==> src/rtl/serial_sub32_if.sv <==
// Operand/result bundle between a datapath controller (master) and serial_sub32 (slave).
// The ovf signal exists only when OVERFLOW_FLAG_EN is defined.
interface serial_sub32_if #(
  parameter int WIDTH = 32
);
  // start is a request sampled only while the subtractor is idle or done; a/b/bin
  // are captured on the accepting edge, busy covers the slice cycles and done is
  // a one-cycle pulse marking d/bout (and ovf) valid.
  logic             start;
  logic [WIDTH-1:0] a;
  logic [WIDTH-1:0] b;
  logic             bin;
  logic             busy;
  logic             done;
  logic [WIDTH-1:0] d;
  logic             bout;
`ifdef OVERFLOW_FLAG_EN
  logic             ovf;

  modport master (output start, a, b, bin, input busy, done, d, bout, ovf);
  modport slave  (input start, a, b, bin, output busy, done, d, bout, ovf);
`else
  modport master (output start, a, b, bin, input busy, done, d, bout);
  modport slave  (input start, a, b, bin, output busy, done, d, bout);
`endif
endinterface

==> src/rtl/serial_sub32.sv <==
// Multi-cycle subtractor d = a - b - bin, one SLICE-bit slice per clock, LSB first.
// Define OVERFLOW_FLAG_EN to add a registered signed-overflow flag (ovf).
module serial_sub32 #(
  parameter int WIDTH = 32,
  parameter int SLICE = 4
) (
  input  logic         clk,
  input  logic         rst_n,
  serial_sub32_if.slave bus,
  output logic [1:0]   state_o
);

  localparam int NSLICE = WIDTH / SLICE;
  localparam int CW     = (NSLICE > 1) ? $clog2(NSLICE) : 1;
  localparam int IW     = (WIDTH > 1) ? $clog2(WIDTH) : 1;

  typedef enum logic [1:0] {
    IDLE = 2'd0,
    RUN  = 2'd1,
    DONE = 2'd2
  } state_t;

  state_t           state_q;
  logic [CW-1:0]    cnt_q;
  logic [WIDTH-1:0] a_q;
  logic [WIDTH-1:0] b_q;
  logic [WIDTH-1:0] part_q;
  logic [WIDTH-1:0] d_q;
  logic             borrow_q;
  logic             bout_q;
  logic             busy_q;
  logic             done_q;

  logic [IW-1:0]    base;
  logic [SLICE-1:0] a_sl;
  logic [SLICE-1:0] b_sl;
  logic [SLICE:0]   diff;
  logic [WIDTH-1:0] part_d;
  logic             last;

  // One extra bit on the slice difference: it goes negative exactly when a borrow is needed.
  always_comb begin
    base   = IW'(cnt_q) * IW'(SLICE);
    a_sl   = a_q[base +: SLICE];
    b_sl   = b_q[base +: SLICE];
    diff   = {1'b0, a_sl} - {1'b0, b_sl} - {{SLICE{1'b0}}, borrow_q};
    part_d = part_q;
    part_d[base +: SLICE] = diff[SLICE-1:0];
    last   = (cnt_q == CW'(NSLICE - 1));
  end

`ifdef OVERFLOW_FLAG_EN
  logic ovf_q;
  logic ovf_d;
  assign ovf_d   = (a_q[WIDTH-1] != b_q[WIDTH-1]) && (part_d[WIDTH-1] != a_q[WIDTH-1]);
  assign bus.ovf = ovf_q;
`endif

  always_ff @(posedge clk or negedge rst_n) begin
    if (!rst_n) begin
      state_q  <= IDLE;
      cnt_q    <= '0;
      a_q      <= '0;
      b_q      <= '0;
      part_q   <= '0;
      d_q      <= '0;
      borrow_q <= 1'b0;
      bout_q   <= 1'b0;
      busy_q   <= 1'b0;
      done_q   <= 1'b0;
`ifdef OVERFLOW_FLAG_EN
      ovf_q    <= 1'b0;
`endif
    end else begin
      done_q <= 1'b0;
      case (state_q)
        IDLE, DONE: begin
          if (bus.start) begin
            a_q      <= bus.a;
            b_q      <= bus.b;
            borrow_q <= bus.bin;
            part_q   <= '0;
            cnt_q    <= '0;
            busy_q   <= 1'b1;
            state_q  <= RUN;
          end else begin
            state_q  <= IDLE;
          end
        end
        RUN: begin
          part_q   <= part_d;
          borrow_q <= diff[SLICE];
          cnt_q    <= cnt_q + 1'b1;
          if (last) begin
            d_q     <= part_d;
            bout_q  <= diff[SLICE];
`ifdef OVERFLOW_FLAG_EN
            ovf_q   <= ovf_d;
`endif
            busy_q  <= 1'b0;
            done_q  <= 1'b1;
            cnt_q   <= '0;
            state_q <= DONE;
          end
        end
        default: state_q <= IDLE;
      endcase
    end
  end

  assign bus.busy = busy_q;
  assign bus.done = done_q;
  assign bus.d    = d_q;
  assign bus.bout = bout_q;
  assign state_o  = state_q;

endmodule

==> src/flat_wrapper.sv <==
// flat-port wrapper written by rule: the top's interface ports become plain ports
module serial_sub32_flat 
#(
  parameter int WIDTH = 32,
  parameter int SLICE = 4
)
  (clk, rst_n, state_o, bus_start, bus_a, bus_b, bus_bin, bus_busy, bus_done, bus_d, bus_bout);
  serial_sub32_if #(.WIDTH(WIDTH)) bus_i ();
  input  logic clk;
  input  logic rst_n;
  output logic [1:0] state_o;
  input wire logic [$bits(bus_i.start)-1:0] bus_start;
  input wire logic [$bits(bus_i.a)-1:0] bus_a;
  input wire logic [$bits(bus_i.b)-1:0] bus_b;
  input wire logic [$bits(bus_i.bin)-1:0] bus_bin;
  output wire logic [$bits(bus_i.busy)-1:0] bus_busy;
  output wire logic [$bits(bus_i.done)-1:0] bus_done;
  output wire logic [$bits(bus_i.d)-1:0] bus_d;
  output wire logic [$bits(bus_i.bout)-1:0] bus_bout;
  assign bus_i.start = bus_start;
  assign bus_i.a = bus_a;
  assign bus_i.b = bus_b;
  assign bus_i.bin = bus_bin;
  assign bus_busy = bus_i.busy;
  assign bus_done = bus_i.done;
  assign bus_d = bus_i.d;
  assign bus_bout = bus_i.bout;
  serial_sub32 #(.WIDTH(WIDTH), .SLICE(SLICE)) u_core (.clk(clk), .rst_n(rst_n), .bus(bus_i), .state_o(state_o));
endmodule
==> config.mk <==
export PLATFORM = sky130hd
export DESIGN_NAME = serial_sub32_flat
export DESIGN_NICKNAME = d
export VERILOG_FILES = /design/src/rtl/serial_sub32_if.sv /design/src/rtl/serial_sub32.sv /design/src/flat_wrapper.sv
export SDC_FILE = /design/constraint.sdc
export NUM_CORES = 1
export LEC_CHECK = 0
export ABC_AREA = 1
export ABC_CLOCK_PERIOD_IN_PS = 3440
export BUFFER_PORTS_ARGS = -buffer_cell sky130_fd_sc_hd__buf_2
export CAP_MARGIN = 10
export CELL_PAD_IN_SITES_DETAIL_PLACEMENT = 1
export CELL_PAD_IN_SITES_GLOBAL_PLACEMENT = 2
export CORE_ASPECT_RATIO = 2
export CORE_MARGIN = 4
export CORE_UTILIZATION = 35
export CTS_CLUSTER_DIAMETER = 100
export DETAILED_ROUTE_END_ITERATION = 7
export GPL_TIMING_DRIVEN = 0
export PLACE_DENSITY = 0.83
export SLEW_MARGIN = 20
export SYNTH_ARGS = -nofsm -noshare
export SYNTH_HDL_FRONTEND = slang
export SYNTH_SLANG_ARGS = --single-unit
==> constraint.sdc <==
create_clock -name clk -period 3.44 [get_ports clk]
set_input_delay 0.516 -clock clk [delete_from_list [all_inputs] [get_ports clk]]
set_output_delay 0.516 -clock clk [all_outputs]
set_load 0.01 [all_outputs]
==> flow_results.xml, run 1 <==
<?xml version="1.0" encoding="UTF-8"?>
<metrics>
  <group name="outcome">
    <metric name="outcome" unit="">complete, no violations</metric>
  </group>
  <group name="yosys">
    <metric name="synth_top_cell_by_area" unit="">sky130_fd_sc_hd__dfrtp_1</metric>
    <metric name="synth_seq_area_share" unit="%">55.33</metric>
    <metric name="synth.distinct_cells" unit="">30</metric>
    <metric name="synth_nets" unit="">696</metric>
    <metric name="yosys_warning_count" unit="">0</metric>
    <metric name="synthCells" unit="">618</metric>
    <metric name="netlist_top_cells_area" unit="">sky130_fd_sc_hd__dfrtp_1, sky130_fd_sc_hd__mux2_2, sky130_fd_sc_hd__nand2_1</metric>
    <metric name="post_synth_instance_area" unit="mm^2">0.006196</metric>
    <metric name="yosys_register_bits" unit="">137</metric>
    <metric name="synth_top_area_share" unit="%">55.33</metric>
    <metric name="avgSynthCellArea" unit="um^2">10.03</metric>
  </group>
  <group name="grt">
    <metric name="grt_max_degree" unit="">73</metric>
    <metric name="global_route.overflow_total" unit="">0</metric>
    <metric name="number_of_global_route_vias_before_repair" unit="">5671</metric>
    <metric name="grt_antenna_before_repair" unit="">1</metric>
    <metric name="groute.usage.overall" unit="%">20.01</metric>
    <metric name="global_route_wire_length_before_repair" unit="um">30150</metric>
  </group>
  <group name="pwr">
    <metric name="share_comb_of_total_power" unit="%">49.4</metric>
    <metric name="pwr-share-seq" unit="%">29.7</metric>
    <metric name="power_report.internal_total" unit="mW">5.323</metric>
    <metric name="cellLeakagePower" unit="nW">3.669</metric>
    <metric name="power-per-cell-area" unit="mW/mm^2">1221</metric>
    <metric name="p_switching" unit="mW">4.065</metric>
    <metric name="peakVddDrop" unit="V">0.0004727</metric>
    <metric name="power.clock.fraction" unit="%">20.9</metric>
    <metric name="net_switching_share_of_the_total_power" unit="%">43.30</metric>
    <metric name="post-layout-total-power" unit="mW">9.388</metric>
  </group>
  <group name="route">
    <metric name="drt-vias-per-instance" unit="">5.151</metric>
    <metric name="detail_route.drc_violations" unit="">0</metric>
    <metric name="post_drt_wl_per_cell" unit="um">19.47</metric>
    <metric name="dr.pass1.iters" unit="">4</metric>
    <metric name="drt_iter0_drc" unit="">134</metric>
    <metric name="ant_nets" unit="">0</metric>
    <metric name="finalWirelength" unit="um">18770</metric>
    <metric name="vias" unit="">4966</metric>
  </group>
  <group name="sta">
    <metric name="fmax" unit="GHz">0.3155</metric>
    <metric name="finalClockSkew" unit="ns">0.01244</metric>
    <metric name="hold_ws" unit="ns">0.03197</metric>
    <metric name="post-route-period-util" unit="%">92.15</metric>
    <metric name="worst_slew_margin_rel" unit="%">61.57</metric>
    <metric name="timing_worst_slew_pin_value" unit="ns">0.5764</metric>
    <metric name="worst_slack" unit="ns">0.2699</metric>
    <metric name="post-route-min-period" unit="ns">3.170</metric>
    <metric name="finalSetupViolCount" unit="">0</metric>
    <metric name="finalHoldViolCount" unit="">0</metric>
    <metric name="final-max-slew-violation-count" unit="">0</metric>
    <metric name="grt_setup_unrepaired" unit="">no</metric>
  </group>
  <group name="finish">
    <metric name="finish.net_count" unit="">820</metric>
    <metric name="area_delta_synth_final" unit="%">24.05</metric>
    <metric name="drive_gt1_share" unit="%">33.29</metric>
    <metric name="antenna_cells" unit="">0</metric>
    <metric name="most-common-layout-cells" unit="">sky130_fd_sc_hd__dfrtp_1, sky130_fd_sc_hd__nand2_1, sky130_fd_sc_hd__buf_2</metric>
    <metric name="post-route-cell-area" unit="mm^2">0.007686</metric>
    <metric name="final_cells" unit="">964</metric>
    <metric name="fillers" unit="">2015</metric>
    <metric name="most_common_cell_after_layout_fill_and_taps_aside" unit="">sky130_fd_sc_hd__dfrtp_1</metric>
  </group>
  <group name="place">
    <metric name="dpl.hpwl" unit="um">14290</metric>
    <metric name="port_buffers" unit="">104</metric>
    <metric name="dpl_worst_slack" unit="ns">-0.3792</metric>
    <metric name="placed_cell_area" unit="mm^2">0.007017</metric>
    <metric name="gp_congestion" unit="">0.8022</metric>
    <metric name="place_inst" unit="">933</metric>
  </group>
  <group name="cts">
    <metric name="cts_tree" unit="">done</metric>
    <metric name="ctsLongestPathBuffers" unit="">2</metric>
    <metric name="clock_insertion_delay_worst_skew" unit="ns">0.43</metric>
    <metric name="cts.htree.levels" unit="">4</metric>
    <metric name="clockRootBuffer" unit="">sky130_fd_sc_hd__clkbuf_16</metric>
    <metric name="cts-buffers-inserted" unit="">17</metric>
    <metric name="path_clk_slew" unit="ns">0.06</metric>
    <metric name="clock_sinks" unit="">137</metric>
    <metric name="cts_hold_repair.buffers" unit="">0</metric>
  </group>
  <group name="worst_setup_path">
    <metric name="timing_worst_setup_path_type" unit="">reg2reg</metric>
    <metric name="critPathCaptureType" unit="">flip-flop</metric>
    <metric name="worst_setup_start_kind" unit="">flip-flop</metric>
    <metric name="crit_fanout" unit="">10</metric>
    <metric name="worst-endpoint-required" unit="ns">3.73</metric>
    <metric name="critPathArrivalTime" unit="ns">3.46</metric>
  </group>
  <group name="floorplanning">
    <metric name="die_w" unit="um">102.1</metric>
    <metric name="initial_utilization" unit="%">35.70</metric>
    <metric name="die-height" unit="um">196.2</metric>
    <metric name="std_cell_rows" unit="">68</metric>
    <metric name="core_area" unit="mm^2">0.01736</metric>
    <metric name="design.die.area" unit="mm^2">0.02002</metric>
    <metric name="io_pins" unit="">105</metric>
  </group>
  <group name="worst_hold_path">
    <metric name="hold_path_class" unit="">in2async</metric>
  </group>
  <group name="run">
    <metric name="maxCapViolCount" unit="">0</metric>
  </group>
</metrics>
## Yosys cell counts (all sizes together)
master,number
a31oi,3
o211ai,1
nand4,1
fa,2
nor3,4
or2,8
nor2,48
o22ai,15
dfrtp,137
nand3,33
o221ai,3
nand2,122
o21ai,99
ha,8
xnor2,1
xor2,1
inv,33
clkbuf,14
a21oi,4
mux2,64
buf,17
## critical path: stages, from the launching register on
cell and delay (ns):
sky130_fd_sc_hd__dfrtp_1 0.39, sky130_fd_sc_hd__buf_6 0.16, sky130_fd_sc_hd__inv_2 0.12, sky130_fd_sc_hd__buf_4 0.20, sky130_fd_sc_hd__buf_4 0.21, sky130_fd_sc_hd__nor2_1 0.06, sky130_fd_sc_hd__o221ai_1 0.24, sky130_fd_sc_hd__o21ai_1 0.15
sky130_fd_sc_hd__fa_1 0.46, sky130_fd_sc_hd__inv_1 0.11, sky130_fd_sc_hd__fa_2 0.27, sky130_fd_sc_hd__nand2_1 0.07, sky130_fd_sc_hd__a21oi_1 0.16, sky130_fd_sc_hd__xnor2_1 0.16, sky130_fd_sc_hd__nand2_1 0.08, sky130_fd_sc_hd__o211ai_1 0.08
sky130_fd_sc_hd__o21ai_0 0.12
## flip-flops by register name, indices dropped and copies added (netlist names)
name,flops
u_core.a_q,32
u_core.b_q,32
u_core.bus.d,32
u_core.part_q,32
u_core.cnt_q,3
u_core.state_o,2
u_core.borrow_q,1
u_core.bus.bout,1
u_core.bus.busy,1
u_core.bus.done,1
## through the flow
| step | TNS, ns | utilization [%] |
|---|---|---|
| 5_1_grt | 0 | 44.28 |
| 3_3_place_gp | -2.317 | 40.21 |
| 6_report | 0 | 44.28 |
| 2_1_floorplan | 0 | - |
| 4_1_cts | 0 | 44.12 |
| 3_5_place_dp | -7.398 | 40.43 |
## what timing repair did
item | 4_1_cts | 5_1_grt
resized for setup | 3 | 16
buffers inserted | 0 | 0
hold endpoints to repair | 0 | 0
endpoints found under the setup margin | 49 | 49
## metal layers
| layer | wire, um | vias up | track usage, % |
|---|---|---|---|
| met3 | 699 | 49 | 4.093 |
| met2 | 10750 | 133 | 37.22 |
| met1 | 6449 | 2454 | 19.65 |
| met5 | 19 | - | 0 |
| met4 | 852 | 2 | 11.53 |
| li1 | - | 2328 | - |
## cells by family (layout without fill, tap and decap cells)
group | after synthesis | count (layout) | share of synthesized area, %
XOR/XNOR | 2 | 2 | 0.2828
multiplexers | 64 | 64 | 11.63
AO/OA/AOI/OAI | 125 | 125 | 10.68
AND/OR/NAND/NOR | 216 | 216 | 15.51
flip-flops | 137 | 137 | 55.33
buffers and inverters | 64 | 200 | 4.301
adder cells (fa/ha/maj) | 10 | 10 | 2.262
## cell type report
cell class | count | area (um^2) | share of cell area (%)
Sequential cell | 137 | 3428 | 44.60
Multi-Input combinational cell | 417 | 2522 | 32.82
Timing Repair Buffer | 105 | 558.0 | 7.260
Clock buffer | 22 | 494.2 | 6.430
Tap cell | 210 | 262.8 | 3.419
Buffer | 31 | 157.7 | 2.051
Clock inverter | 9 | 136.4 | 1.774
Inverter | 33 | 126.4 | 1.644
## power by group through the flow
stage	Combinational, mW	Clock, mW	Sequential, mW
3_3_place_gp	4.31	0	2.77
2_1_floorplan	2.99	0	2.79
6_report	4.64	1.96	2.79
4_1_cts	4.62	2.00	2.79
3_5_place_dp	4.55	0	2.82
5_1_grt	5.23	2.05	2.88
## path summary, 6_finish.rpt
kind | start | endpoint | slack [ns] | cells after the start
worst max-delay path | u_core.cnt_q[0] | u_core.borrow_q | 0.27 | 16
worst min-delay path | rst_n | u_core.a_q[6] | 0.03 | 1
worst max register to register | u_core.cnt_q[0] | u_core.borrow_q | 0.27 | 16
worst min register to register | u_core.bus.busy | u_core.bus.busy | 0.47 | 2
max in group asynchronous | rst_n | u_core.bus.busy | 2.65 | 2
min in group clk | bus_b[12] | u_core.b_q[12] | 0.32 | 2
Note: power is estimated with default switching activity, not from simulation.
==> run 2, diff against run 1 <==
--- a/config.mk
+++ b/config.mk
@@ -6,18 +6,19 @@
 export NUM_CORES = 1
 export LEC_CHECK = 0
 export ABC_AREA = 1
-export ABC_CLOCK_PERIOD_IN_PS = 3440
+export ABC_CLOCK_PERIOD_IN_PS = 2620
 export BUFFER_PORTS_ARGS = -buffer_cell sky130_fd_sc_hd__buf_2
 export CAP_MARGIN = 10
 export CELL_PAD_IN_SITES_DETAIL_PLACEMENT = 1
 export CELL_PAD_IN_SITES_GLOBAL_PLACEMENT = 2
 export CORE_ASPECT_RATIO = 2
 export CORE_MARGIN = 4
-export CORE_UTILIZATION = 35
+export CORE_UTILIZATION = 32
 export CTS_CLUSTER_DIAMETER = 100
 export DETAILED_ROUTE_END_ITERATION = 7
 export GPL_TIMING_DRIVEN = 0
-export PLACE_DENSITY = 0.83
+export PLACE_DENSITY = 0.8
+export REMOVE_ABC_BUFFERS = 1
 export SLEW_MARGIN = 20
 export SYNTH_ARGS = -nofsm -noshare
 export SYNTH_HDL_FRONTEND = slang
==> constraint.sdc (replaced) <==
create_clock -name clk -period 2.62 [get_ports clk]
set_input_delay 0.393 -clock clk [delete_from_list [all_inputs] [get_ports clk]]
set_output_delay 0.393 -clock clk [all_outputs]
set_load 0.01 [all_outputs]
==> run 2 against run 1 <==
Against the previous run: the flow now finishes with violations (setup timing); sequential share of layout area shrank 4.3 points; non-clock buffer count grew 3; clock skew is 0.0032 ns lower; maximum frequency grew 15%; count of clock-buffer cells in the layout down 4; setup slack got worse by 0.41 ns; cell count up 5.3%; cell area up 11%; hold slack improved by 0.17 ns; register-to-register slack worse by 0.41 ns; die area rose by 8.8%; critical path depth decreased by 2; critical endpoint is now u_core.bus.d[30]; largest cell class unchanged.
==> flow_results.xml, run 2 (synthesis results as in run 1) <==
<?xml version="1.0" encoding="UTF-8"?>
<metrics>
  <group name="route">
    <metric name="finalWirelength" unit="um">18570</metric>
    <metric name="drt-vias-per-instance" unit="">4.905</metric>
    <metric name="ant_nets" unit="">0</metric>
    <metric name="detail_route.drc_violations" unit="">0</metric>
    <metric name="dr.pass1.iters" unit="">4</metric>
    <metric name="vias" unit="">4979</metric>
    <metric name="post_drt_wl_per_cell" unit="um">18.30</metric>
    <metric name="drt_iter0_drc" unit="">112</metric>
  </group>
  <group name="cts">
    <metric name="cts_tree" unit="">done</metric>
    <metric name="clock_insertion_delay_worst_skew" unit="ns">0.42</metric>
    <metric name="cts-buffers-inserted" unit="">17</metric>
    <metric name="clockRootBuffer" unit="">sky130_fd_sc_hd__clkbuf_16</metric>
    <metric name="clock_sinks" unit="">137</metric>
    <metric name="path_clk_slew" unit="ns">0.06</metric>
    <metric name="ctsLongestPathBuffers" unit="">2</metric>
    <metric name="cts.htree.levels" unit="">4</metric>
  </group>
  <group name="worst_setup_path">
    <metric name="timing_worst_setup_path_type" unit="">reg2reg</metric>
    <metric name="worst_setup_start_kind" unit="">flip-flop</metric>
    <metric name="worst_path_largest_cell_delay" unit="ns">0.54</metric>
    <metric name="rr_startpoint" unit="">u_core.cnt_q[0]</metric>
    <metric name="regToRegSetupSlack" unit="ns">-0.14</metric>
    <metric name="critical-path-top-cell-by-count" unit="">sky130_fd_sc_hd__buf_12</metric>
    <metric name="crit_fanout" unit="">8</metric>
    <metric name="critical_path.n_buffers_inverters" unit="">4</metric>
    <metric name="critPathArrivalTime" unit="ns">3.04</metric>
    <metric name="timing.critical_path.cells" unit="">buf_12 &gt; nor2_4 &gt; nor2_2 &gt; o21ai_2 &gt; a31oi_2 &gt; fa_2 &gt; inv_2 &gt; fa_2 &gt; buf_12 &gt; xor2_4 &gt; buf_12 &gt; nand2_4 &gt; o21ai_4 &gt; o21ai_1</metric>
    <metric name="r2r.worst_path.cells" unit="">14</metric>
    <metric name="reg2reg_to" unit="">u_core.bus.d[30]</metric>
    <metric name="critPathCaptureType" unit="">flip-flop</metric>
    <metric name="slowest_stage" unit="">sky130_fd_sc_hd__dfrtp_4</metric>
    <metric name="critPathTopFamily" unit="">adder cells</metric>
    <metric name="worst-endpoint-required" unit="ns">2.90</metric>
  </group>
  <group name="grt">
    <metric name="groute.usage.overall" unit="%">17.47</metric>
    <metric name="grt_antenna_before_repair" unit="">1</metric>
    <metric name="number_of_global_route_vias_before_repair" unit="">5643</metric>
    <metric name="global_route.overflow_total" unit="">0</metric>
    <metric name="grt_max_degree" unit="">79</metric>
    <metric name="global_route_wire_length_before_repair" unit="um">29260</metric>
  </group>
  <group name="place">
    <metric name="dpl_worst_slack" unit="ns">-1.514</metric>
    <metric name="dpl.hpwl" unit="um">12090</metric>
    <metric name="gp_congestion" unit="">0.7646</metric>
    <metric name="port_buffers" unit="">104</metric>
  </group>
  <group name="worst_hold_path">
    <metric name="hold_path_class" unit="">in2reg</metric>
    <metric name="holdCritStartpoint" unit="">bus_b[2]</metric>
    <metric name="whs_path_depth" unit="">2</metric>
    <metric name="holdPathEnd" unit="">u_core.b_q[2]</metric>
  </group>
  <group name="floorplanning">
    <metric name="std_cell_rows" unit="">71</metric>
    <metric name="core_area" unit="mm^2">0.01892</metric>
    <metric name="initial_utilization" unit="%">32.74</metric>
    <metric name="die_w" unit="um">106.4</metric>
    <metric name="io_pins" unit="">105</metric>
    <metric name="design.die.area" unit="mm^2">0.02179</metric>
    <metric name="die-height" unit="um">204.8</metric>
  </group>
  <group name="outcome">
    <metric name="outcome" unit="">finished with violations</metric>
    <metric name="failed_checks" unit="">setup timing</metric>
  </group>
  <group name="sta">
    <metric name="finalSetupViolCount" unit="">45</metric>
    <metric name="post-route-min-period" unit="ns">2.755</metric>
    <metric name="post-route-period-util" unit="%">105.2</metric>
    <metric name="worst_slew_margin_rel" unit="%">62.09</metric>
    <metric name="final-max-slew-violation-count" unit="">0</metric>
    <metric name="worst_slack" unit="ns">-0.1351</metric>
    <metric name="finalHoldViolCount" unit="">0</metric>
    <metric name="fmax" unit="GHz">0.3630</metric>
    <metric name="finalClockSkew" unit="ns">0.009267</metric>
    <metric name="grt_setup_unrepaired" unit="">yes</metric>
    <metric name="timing_worst_slew_pin_value" unit="ns">0.5679</metric>
  </group>
  <group name="finish">
    <metric name="fillers" unit="">2105</metric>
    <metric name="area_delta_synth_final" unit="%">37.48</metric>
    <metric name="most_common_cell_after_layout_fill_and_taps_aside" unit="">sky130_fd_sc_hd__dfrtp_1</metric>
    <metric name="drive_gt1_share" unit="%">46.18</metric>
    <metric name="most-common-layout-cells" unit="">sky130_fd_sc_hd__dfrtp_1, sky130_fd_sc_hd__nand2_1, sky130_fd_sc_hd__buf_2</metric>
    <metric name="finish.net_count" unit="">825</metric>
    <metric name="antenna_cells" unit="">0</metric>
  </group>
  <group name="run">
    <metric name="maxCapViolCount" unit="">0</metric>
  </group>
</metrics>
[run 2: cell count changes in the layout (fill, tap and decap cells not counted), moves of 9 or more]
cell                       delta
sky130_fd_sc_hd__buf_4       +17
sky130_fd_sc_hd__nand3_4      +9
sky130_fd_sc_hd__clkbuf_1     -9
sky130_fd_sc_hd__nor2_1      -10
sky130_fd_sc_hd__nand2_1     -13
sky130_fd_sc_hd__o21ai_2     +15
sky130_fd_sc_hd__o21ai_0     -24
sky130_fd_sc_hd__buf_2       -12
sky130_fd_sc_hd__nand3_1     -18
sky130_fd_sc_hd__nand3_2      +9
[run 2: worst max path at each step]
stage | start | end | slack, ns | depth (start not counted)
final | u_core.cnt_q[0] | u_core.bus.d[30] | -0.14 | 14
after floorplan | u_core.cnt_q[0] | u_core.bus.d[18] | -0.61 | 11
after CTS | u_core.cnt_q[0] | u_core.bus.d[6] | -0.17 | 13
after global routing | u_core.cnt_q[0] | u_core.bus.d[18] | -0.23 | 14
after detailed placement | u_core.cnt_q[0] | u_core.bus.d[18] | -1.51 | 11
after global placement | u_core.cnt_q[0] | u_core.bus.d[30] | -2.00 | 11
[run 2: routing by layer]
layer  part of all wire, %  GRT usage [%]  wire length (um)
met2                    60          33.82             11170
met1                    34          16.97              6232
met3                   2.8          3.469               524
met5                 0.038              0                 7
met4                   3.5          9.171               641
[run 2: layout make-up]
type	instances	area (um^2)	share of cell area, %
Clock buffer	18	429.2	5.038
Clock inverter	14	172.7	2.027
Inverter	33	156.4	1.836
Multi-Input combinational cell	417	3042	35.71
Sequential cell	137	3437	40.35
Tap cell	255	319.1	3.746
Timing Repair Buffer	139	937.1	11.00
Timing Repair inverter	2	25.02	0.2938
[run 2: metrics by stage]
step           utilization (%)  cell area (um^2)  hold WS [ns]  TNS (ns)  cells
6_report                 45.02              8518        0.2000    -3.055   1015
5_1_grt                  45.02              8518        0.1820    -7.415   1015
4_1_cts                  43.19              8173        0.1818    -3.835   1006
3_5_place_dp             36.82              6967        0.3518    -66.89    948
3_3_place_gp             36.43              6893        0.4533   -229.85    946
2_1_floorplan                -              6053       0.09741    -24.16    587
[run 2: repair_timing]
| action | CTS | global route |
|---|---|---|
| cloned | 1 | 1 |
| pin swaps | 20 | 27 |
| resized for setup | 95 | 68 |
| hold endpoints to repair | 59 | 0 |
| hold buffers | 1 | 0 |
| endpoints found under the setup margin | 66 | 62 |
| buffers inserted | 24 | 8 |
Power of run 2 is not shown: default switching activity piles up to over one toggle a cycle in this logic, so the estimate is an artifact.
==> run 3, diff against run 2 <==
--- a/config.mk
+++ b/config.mk
@@ -12,12 +12,12 @@
 export CELL_PAD_IN_SITES_DETAIL_PLACEMENT = 1
 export CELL_PAD_IN_SITES_GLOBAL_PLACEMENT = 2
 export CORE_ASPECT_RATIO = 2
-export CORE_MARGIN = 4
 export CORE_UTILIZATION = 32
 export CTS_CLUSTER_DIAMETER = 100
 export DETAILED_ROUTE_END_ITERATION = 7
 export GPL_TIMING_DRIVEN = 0
 export PLACE_DENSITY = 0.8
+export RECOVER_POWER = 100
 export REMOVE_ABC_BUFFERS = 1
 export SLEW_MARGIN = 20
 export SYNTH_ARGS = -nofsm -noshare
==> run 3 against run 2 <==
Against the previous run: the flow still finishes with violations (setup timing); cell area about the same; utilization about the same; maximum frequency increased by 2.1%; hold slack got worse by 0.0038 ns; cell count increased by 0.30%; largest cell class unchanged; highest routed layer is now met4; wire length about the same; register-to-register slack improved by 0.06 ns; sequential share of layout area about the same; non-clock buffer count increased by 4; first-iteration DRC count increased by 58%; critical path type unchanged.
==> flow_results.xml, run 3 (synthesis results as in run 1) <==
<?xml version="1.0" encoding="UTF-8"?>
<metrics>
  <group name="sta">
    <metric name="finalHoldViolCount" unit="">0</metric>
    <metric name="timing.setup.tns" unit="ns">-0.7131</metric>
    <metric name="post-route-min-period" unit="ns">2.699</metric>
    <metric name="post-route-period-util" unit="%">103.0</metric>
    <metric name="finalClockSkew" unit="ns">0.007761</metric>
    <metric name="grt_setup_unrepaired" unit="">yes</metric>
    <metric name="finalSetupViolCount" unit="">20</metric>
    <metric name="timing_worst_slew_pin_value" unit="ns">1.231</metric>
    <metric name="worst_slew_margin_rel" unit="%">17.96</metric>
    <metric name="worst_slack" unit="ns">-0.07925</metric>
    <metric name="final-max-slew-violation-count" unit="">0</metric>
    <metric name="fmax" unit="GHz">0.3705</metric>
  </group>
  <group name="floorplanning">
    <metric name="initial_utilization" unit="%">32.74</metric>
    <metric name="io_pins" unit="">105</metric>
    <metric name="die_w" unit="um">100.4</metric>
    <metric name="core_area" unit="mm^2">0.01892</metric>
    <metric name="std_cell_rows" unit="">71</metric>
    <metric name="design.die.area" unit="mm^2">0.01996</metric>
    <metric name="die-height" unit="um">198.8</metric>
  </group>
  <group name="cts">
    <metric name="path_clk_slew" unit="ns">0.06</metric>
    <metric name="clock_sinks" unit="">137</metric>
    <metric name="ctsLongestPathBuffers" unit="">2</metric>
    <metric name="clock_insertion_delay_worst_skew" unit="ns">0.43</metric>
    <metric name="cts.htree.levels" unit="">4</metric>
    <metric name="clockRootBuffer" unit="">sky130_fd_sc_hd__clkbuf_16</metric>
    <metric name="cts_tree" unit="">done</metric>
    <metric name="cts-buffers-inserted" unit="">17</metric>
  </group>
  <group name="worst_setup_path">
    <metric name="reg2reg_to" unit="">u_core.part_q[18]</metric>
    <metric name="timing_worst_setup_path_type" unit="">reg2reg</metric>
    <metric name="worst_setup_start_kind" unit="">flip-flop</metric>
    <metric name="worst-endpoint-required" unit="ns">2.91</metric>
    <metric name="critPathArrivalTime" unit="ns">2.99</metric>
    <metric name="rr_startpoint" unit="">u_core.cnt_q[0]</metric>
    <metric name="worst_path_largest_cell_delay" unit="ns">0.54</metric>
    <metric name="critPathCaptureType" unit="">flip-flop</metric>
    <metric name="timing.critical_path.cells" unit="">buf_12 &gt; nor2_4 &gt; nor2_1 &gt; o21ai_1 &gt; a31oi_2 &gt; fa_2 &gt; inv_2 &gt; fa_2 &gt; buf_6 &gt; xor2_4 &gt; buf_12 &gt; nor2_4 &gt; a21oi_2 &gt; o21ai_1</metric>
    <metric name="slowest_stage" unit="">sky130_fd_sc_hd__dfrtp_4</metric>
    <metric name="crit_fanout" unit="">8</metric>
    <metric name="r2r.worst_path.cells" unit="">14</metric>
    <metric name="regToRegSetupSlack" unit="ns">-0.08</metric>
  </group>
  <group name="finish">
    <metric name="area_delta_synth_final" unit="%">37.42</metric>
    <metric name="utilization" unit="%">45.00</metric>
    <metric name="antenna_cells" unit="">0</metric>
    <metric name="drive_gt1_share" unit="%">41.15</metric>
    <metric name="finish.net_count" unit="">828</metric>
    <metric name="final_cells" unit="">1018</metric>
    <metric name="most-common-layout-cells" unit="">sky130_fd_sc_hd__dfrtp_1, sky130_fd_sc_hd__nand2_1, sky130_fd_sc_hd__buf_2</metric>
    <metric name="fillers" unit="">2100</metric>
    <metric name="multi_input_gate_area" unit="mm^2">0.002984</metric>
    <metric name="ff_latch_area" unit="mm^2">0.003440</metric>
    <metric name="most_common_cell_after_layout_fill_and_taps_aside" unit="">sky130_fd_sc_hd__dfrtp_1</metric>
  </group>
  <group name="place">
    <metric name="port_buffers" unit="">104</metric>
    <metric name="dpl.hpwl" unit="um">11870</metric>
    <metric name="gp_congestion" unit="">0.7586</metric>
    <metric name="place_inst" unit="">948</metric>
  </group>
  <group name="grt">
    <metric name="global_route.overflow_total" unit="">0</metric>
    <metric name="number_of_global_route_vias_before_repair" unit="">5623</metric>
    <metric name="groute.usage.overall" unit="%">19.37</metric>
    <metric name="grt_max_degree" unit="">90</metric>
    <metric name="global_route_wire_length_before_repair" unit="um">29010</metric>
    <metric name="grt_antenna_before_repair" unit="">0</metric>
  </group>
  <group name="worst_hold_path">
    <metric name="whs_path_depth" unit="">2</metric>
    <metric name="hold_path_class" unit="">in2reg</metric>
    <metric name="holdPathEnd" unit="">u_core.b_q[9]</metric>
    <metric name="holdCritStartpoint" unit="">bus_b[9]</metric>
  </group>
  <group name="route">
    <metric name="ant_nets" unit="">0</metric>
    <metric name="finalWirelength" unit="um">18590</metric>
    <metric name="drt-vias-per-instance" unit="">4.923</metric>
    <metric name="dr.pass1.iters" unit="">4</metric>
    <metric name="post_drt_wl_per_cell" unit="um">18.26</metric>
    <metric name="detail_route.drc_violations" unit="">0</metric>
    <metric name="vias" unit="">5012</metric>
    <metric name="drt_iter0_drc" unit="">177</metric>
  </group>
  <group name="outcome">
    <metric name="failed_checks" unit="">setup timing</metric>
    <metric name="outcome" unit="">finished with violations</metric>
  </group>
  <group name="run">
    <metric name="maxCapViolCount" unit="">0</metric>
  </group>
</metrics>
-- run 3: cell types whose count changed in the layout (fill, tap and decap cells not counted), sizes merged --
cell    before  now
clkbuf      18   56
inv         34   35
bufinv       3    5
clkinv       8    4
buf        138  104
-- run 3: worst max path at each step --
stage | depth (start not counted) | slack (ns) | startpoint | end
global placement | 11 | -1.99 | u_core.cnt_q[0] | u_core.bus.d[30]
floorplan | 11 | -0.61 | u_core.cnt_q[0] | u_core.bus.d[18]
detailed placement | 11 | -1.48 | u_core.cnt_q[0] | u_core.bus.d[30]
global route | 14 | -0.22 | u_core.cnt_q[0] | u_core.part_q[18]
CTS | 14 | -0.14 | u_core.cnt_q[0] | u_core.borrow_q
finish | 14 | -0.08 | u_core.cnt_q[0] | u_core.part_q[18]
-- run 3: cell type report --
| class | count | share of cell area [%] |
|---|---|---|
| Clock inverter | 14 | 2.601 |
| Tap cell | 255 | 3.747 |
| Multi-Input combinational cell | 417 | 35.05 |
| Sequential cell | 137 | 40.40 |
| Inverter | 33 | 1.793 |
| Timing Repair inverter | 1 | 0.1323 |
| Clock buffer | 18 | 5.040 |
| Timing Repair Buffer | 143 | 11.24 |
-- run 3: repair_timing --
item | 4_1_cts | 5_1_grt
pin swaps | 14 | 32
hold endpoints to repair | 48 | 0
hold buffers | 1 | 0
setup endpoints to repair | 66 | 65
setup buffers | 22 | 13
cloned | 1 | 1
resized for setup | 87 | 79
-- run 3: routing by layer --
metal  share of wire (%)  global-route usage (%)
met2                  60                   37.37
met5                   0                       0
met4                 2.9                   9.769
met1                  34                   19.02
met3                 2.9                   3.830
-- run 3: critical path: cells and delay by family, from the launching register on --
family	cells	cell delay, ns
adders and majority gates	2	0.64
xor gates and xnor gates	1	0.14
AOI/OAI and AO/OA	4	0.51
buffers and inverters	4	0.54
DFF	1	0.54
and+or+nand+nor	3	0.18
-- run 3: metrics by stage --
stage | setup slack (ns) | hold WS (ns) | area, um^2
after floorplan | -0.6141 | 0.09741 | 6053
after global placement | -1.987 | 0.4539 | 6893
after detailed placement | -1.482 | 0.3165 | 6967
after CTS | -0.1382 | 0.1829 | 8125
after global routing | -0.2204 | 0.1902 | 8514
final | -0.07925 | 0.1962 | 8514
Power of run 3 is left out for the same reason.
